[src/rtl/ncl_pkg.sv]
// Shared NCL dual-rail helpers: rail code decode and TH22 hysteresis next-state.
// Ports: none (package). Provides rail_t, th22_next(), rail_decode().
// Used by the register stage and anything else that reasons about dual-rail codes.
package ncl_pkg;

    // Two-bit dual-rail code, packed as {true_rail, false_rail}.
    typedef enum logic [1:0] {
        NULL    = 2'b00,
        DATA0   = 2'b01,
        DATA1   = 2'b10,
        ILLEGAL = 2'b11
    } rail_t;

    // TH22 with hysteresis: output follows the inputs only when they agree,
    // otherwise it remembers its previous value.
    function automatic logic th22_next(input logic cur, input logic a, input logic b);
        logic nxt;
        nxt = cur;
        if (a && b) begin
            nxt = 1'b1;
        end else if (!a && !b) begin
            nxt = 1'b0;
        end
        return nxt;
    endfunction

    function automatic rail_t rail_decode(input logic t, input logic f);
        return rail_t'({t, f});
    endfunction

endpackage

[src/rtl/ncl_dr_reg_stage_thnn_hyst.sv]
// N-input THnn hysteresis gate, registered: N-input form of the 3-input resettable gate.
// Ports: clk, rst (async, active-high), in[N] inputs, y registered output.
// y rises when every input is 1, falls when every input is 0, otherwise holds.
module thnn_hyst #(
    parameter int N       = 3,
    parameter bit RST_VAL = 1'b0
) (
    input  logic         clk,
    input  logic         rst,
    input  logic [N-1:0] in,
    output logic         y
);

    logic all_set;
    logic all_clr;

    assign all_set = &in;
    assign all_clr = ~|in;

    always_ff @(posedge clk or posedge rst) begin
        if (rst) begin
            y <= RST_VAL;
        end else if (all_set) begin
            y <= 1'b1;
        end else if (all_clr) begin
            y <= 1'b0;
        end
    end

endmodule

[src/rtl/ncl_dr_reg_stage.sv]
// Dual-rail NCL register stage: per-rail TH22 latches gated by ki, THnn completion tree
// driving ko, sticky illegal-code flag and DATA wavefront counter.
// Ports: clk, rst, d_t/d_f in, ki in, q_t/q_f out, ko out, err out, wf_cnt out.
// Latency: d/ki -> q 1 cycle, q -> ko 1 cycle (2 cycles input to ko).
module ncl_dr_reg_stage
    import ncl_pkg::*;
#(
    parameter int           W        = 4,
    parameter bit           RST_DATA = 1'b0,
    parameter logic [W-1:0] RST_VAL  = '0,
    parameter int           CW       = 8
) (
    input  logic          clk,
    input  logic          rst,
    input  logic [W-1:0]  d_t,
    input  logic [W-1:0]  d_f,
    input  logic          ki,
    output logic [W-1:0]  q_t,
    output logic [W-1:0]  q_f,
    output logic          ko,
    output logic          err,
    output logic [CW-1:0] wf_cnt
);

    logic [W-1:0] comp;
    logic [W-1:0] in_illegal;
    logic [W-1:0] q_illegal;
    logic         tree_y;
    logic         tree_rise;

    // Per-bit rail latches. Each rail is an independent TH22 of (d_x, ki), so an
    // illegal input code is latched exactly like a legal one; err only reports it.
    for (genvar gi = 0; gi < W; gi++) begin : g_bit
        localparam logic RST_T = RST_DATA & RST_VAL[gi];
        localparam logic RST_F = RST_DATA & ~RST_VAL[gi];

        logic rail_t_q;
        logic rail_f_q;

        always_ff @(posedge clk or posedge rst) begin
            if (rst) begin
                rail_t_q <= RST_T;
                rail_f_q <= RST_F;
            end else begin
                rail_t_q <= th22_next(rail_t_q, d_t[gi], ki);
                rail_f_q <= th22_next(rail_f_q, d_f[gi], ki);
            end
        end

        assign q_t[gi]        = rail_t_q;
        assign q_f[gi]        = rail_f_q;
        assign comp[gi]       = rail_t_q | rail_f_q;
        assign in_illegal[gi] = (rail_decode(d_t[gi], d_f[gi]) == ILLEGAL);
        assign q_illegal[gi]  = (rail_decode(rail_t_q, rail_f_q) == ILLEGAL);
    end

    // Completion tree: tree_y=1 means the stage holds a complete DATA wavefront.
    thnn_hyst #(
        .N       (W),
        .RST_VAL (RST_DATA)
    ) u_tree (
        .clk (clk),
        .rst (rst),
        .in  (comp),
        .y   (tree_y)
    );

    assign ko = ~tree_y;

    // Same condition that makes the tree rise on this edge, so the counter and
    // ko change together (counter wrap therefore shows 0 on the completing edge).
    assign tree_rise = ~tree_y & (&comp);

    always_ff @(posedge clk or posedge rst) begin
        if (rst) begin
            wf_cnt <= '0;
        end else if (tree_rise) begin
            wf_cnt <= wf_cnt + CW'(1);
        end
    end

    always_ff @(posedge clk or posedge rst) begin
        if (rst) begin
            err <= 1'b0;
        end else if ((|in_illegal) || (|q_illegal)) begin
            err <= 1'b1;
        end
    end

endmodule
[config.mk]
export PLATFORM = sky130hd
export DESIGN_NAME = ncl_dr_reg_stage
export DESIGN_NICKNAME = d
export VERILOG_FILES = /design/src/rtl/ncl_pkg.sv /design/src/rtl/ncl_dr_reg_stage_thnn_hyst.sv /design/src/rtl/ncl_dr_reg_stage.sv
export SDC_FILE = /design/constraint.sdc
export NUM_CORES = 1
export LEC_CHECK = 0
export BUFFER_PORTS_ARGS = -buffer_cell sky130_fd_sc_hd__buf_2
export CAP_MARGIN = 20
export CORE_UTILIZATION = 40
export CTS_CLUSTER_DIAMETER = 30
export DETAILED_ROUTE_END_ITERATION = 8
export PLACE_DENSITY = 0.63
export SYNTH_ARGS = -nofsm -noshare
export SYNTH_HDL_FRONTEND = slang
export SYNTH_SLANG_ARGS = --single-unit
[constraint.sdc]
create_clock -name clk -period 1.47 [get_ports clk]
set_input_delay 0.3675 -clock clk [delete_from_list [all_inputs] [get_ports clk]]
set_output_delay 0.3675 -clock clk [all_outputs]
set_load 0.05 [all_outputs]
==> metrics <==
count of cell instances traversed by the critical path=2; gr ovfl total=0; later-pin clock latency in the skew report=0.29 ns; Post-DRT Antenna Nets=0; Seq pwr share=43.7%; combinational group share of total power=39.5%; CTS clock-pin slew for the worst setup and hold paths=between 0.1 and 0.15 ns; overall routed net length=1860 um; CTS Buffer Depth=2; Die H=51.6 um; vias in the first global route=673; CP max-delay cell=dfrtp_1; GRT Util Overall=16.0%; Fillers=roughly 220; final hold vios=0; maximum VDD drop=approximately 0.59 mV; Syn Inst Count=slightly below 80; ys async rst share=between 90% and 100%; largest net degree at the start of global routing=19; Clk pwr share=16.7%; met3 wire len=93 um; WL/cell=14.1 um; synthesis-to-layout area growth=17.9%; crit path kind=reg2out; Final Setup Violations=0; Worst Hold Class=in2async; # Max-Cap Violations=0; Yosys reg bits=18; CP required=1.10 ns; CTS Buf Count=3; most numerous cell in the Yosys netlist=dfrtp_1; Worst Skew=around 0.0043 ns; f_max=0.715 GHz; Worst setup EP type=output pin; Post-synth top cells=18 x dfrtp_1, 9 x ha_1, 8 x buf_4, 8 x mux2_2, 7 x xor2_1; Antenna Cells=0; CTS root buf=clkbuf_4; Clock Sinks=18; Distinct cells, synth=23; CTS tree=done; gpl congestion=0.734; final setup TNS=0 ns; Crit path max-delay family=flip-flops; outcome=finished clean; vias per inst=roughly 5.1; cell area after layout=1160 sq um; initial antenna violation count=0; initial detailed-routing violation count=5; Setup Buffers After CTS=0; crit path DAT=1.03 ns; final max-slew violation count=0; power per cell area=approximately 1400 nW/um^2; worst-margin pin slew=0.412 ns; fin crit share=95.2%; Reg2Reg Depth=3; initial core utilization=between 40% and 50%; worst path bufs/invs=2; die width=51.6 um; Cell Rows=17; R2R Setup Slk=0.12 ns; Mean Syn Cell Area=12.6 sq um; worst-path fanout max=3; RSZ-0062 raised after global routing=no; DIE AREA=2660 sq um; core area=2280 sq um; Nets=125; max layer used=met4; M1 wire length=845 um; HPWL Detailed=1440 um; main area contributors after synthesis=dfrtp_1 46%, ha_1 11%, mux2_2 9.1%; Yosys top cell by area=dfrtp_1; area share of the largest cell type after synthesis=45.7%; P_int=between 0.8 and 0.9 mW; post-layout util=51.0%; Finished Layout Cells=roughly 130; Crit. Startpoint=g_bit[1].rail_f_q$_DFFE_PP0P_; final worst path period need=approximately 1.4 ns; met2 routed WL=slightly above 900 um; synth warn=0; total number of vias=677; fraction of final layout cells with drive strength greater than 1=47.1%; dpl cells=128; max incr delay on CP=0.43 ns; switching pwr=around 0.7 mW; DRC viols=0; r2r endpoint=wf_cnt[1]$_DFFE_PP0P_; critical-path cell list=buf_4, buf_6; Post-Syn Nets=98; Post-synth EDFFs=0; mapped cell area=985 sq um; Post-synth top flop=dfrtp_1; sequential cell area fraction in the yosys report=a little under half; Static Leak=approximately 0.60 nW; I/O Pins=29; I/O Buffers=28; slew margin rel.=a little over 70%; CP endpoint=q_f[1]; H-tree Lvls=1; switch share=around 44%; drt pass-1 iters=4; Worst Setup Start Kind=flop; Worst R2R Start=g_bit[2].rail_f_q$_DFFE_PP0P_; Area after DPL=1120 sq um; first-pass GRT wire length=around 3000 um
==> state kept, by name (all words and copies together), names as in the netlist <==
register and count:
err 1, g_bit.rail_f_q 4, g_bit.rail_t_q 4, u_tree.y 1, wf_cnt 8
==> what timing repair did <==
item	CTS	global route
resized for setup	1	6
endpoints found under the setup margin	1	5
hold buffers	0	0
==> metal layers <==
metal  global-route usage, %  vias up
met5                       0        -
met4                    8.11        0
met3                    3.51        2
met2                    27.7       19
met1                    18.4      324
li1                        -      332
==> worst reg2reg max path, cell delays in order, from the launching register on <==
cell	delay, ns
dfrtp_1	0.43
o22ai_2	0.40
nor3_2	0.10
mux2_1	0.32
==> power by group through the flow <==
stage                     clock network (mW)  logic [mW]  registers (mW)
after floorplan                            0       0.375           0.811
after global placement                     0       0.606           0.695
after detailed placement                   0       0.611           0.700
after CTS                              0.273       0.616           0.689
after global routing                   0.310       0.663           0.703
final                                  0.264       0.623           0.689
==> cell families (layout without fill, tap and decap cells) <==
logic type | Yosys count | count (layout) | synth area share (%)
DFF | 18 | 18 | 45.7
and+or+nand+nor | 16 | 16 | 11.4
buffers and inverters | 11 | 37 | 7.24
adders and majority gates | 9 | 9 | 11.4
muxes | 9 | 9 | 10.3
AOI/OAI and AO/OA | 8 | 8 | 7.62
xor gates and xnor gates | 7 | 7 | 6.23
==> placed cells by master, fill, tap and decap left out, drive strengths merged, types with 3 or more instances in the layout <==
master / netlist / final
mux2: 9 / 9
xor2: 7 / 7
buf: 8 / 26
clkbuf: 0 / 8
ha: 9 / 9
inv: 3 / 3
nand2: 3 / 3
dfrtp: 18 / 18
nor4: 6 / 6
==> worst min-delay path by stage <==
stage / to / slack (ns) / cells past startpoint
after floorplan: err$_DFFE_PP0P_ / 0.31 / 1
after global placement: g_bit[3].rail_t_q$_DFFE_PP0P_ / 0.39 / 3
after detailed placement: g_bit[3].rail_f_q$_DFFE_PP0P_ / 0.40 / 3
after CTS: g_bit[3].rail_f_q$_DFFE_PP0P_ / 0.07 / 3
after global routing: g_bit[3].rail_f_q$_DFFE_PP0P_ / 0.07 / 3
final: g_bit[3].rail_f_q$_DFFE_PP0P_ / 0.06 / 3
==> final cells by class <==
type	instances	area, sq um	area share [%]
Clock buffer	4	26.3	2.26
Inverter	3	11.3	0.970
Multi-Input combinational cell	49	463	39.9
Sequential cell	18	454	39.1
Tap cell	28	35.0	3.02
Timing Repair Buffer	30	171	14.8
==> per-stage QoR <==
step,power [mW],hold slack (ns),setup slack [ns]
floorplan,1.19,0.306,0.0759
CTS,1.58,0.0686,0.00926
global route,1.68,0.0711,0.0104
global placement,1.30,0.395,0.159
detailed placement,1.31,0.400,0.131
finish,1.58,0.0626,0.0710
Power figures use the tool's default switching activity.
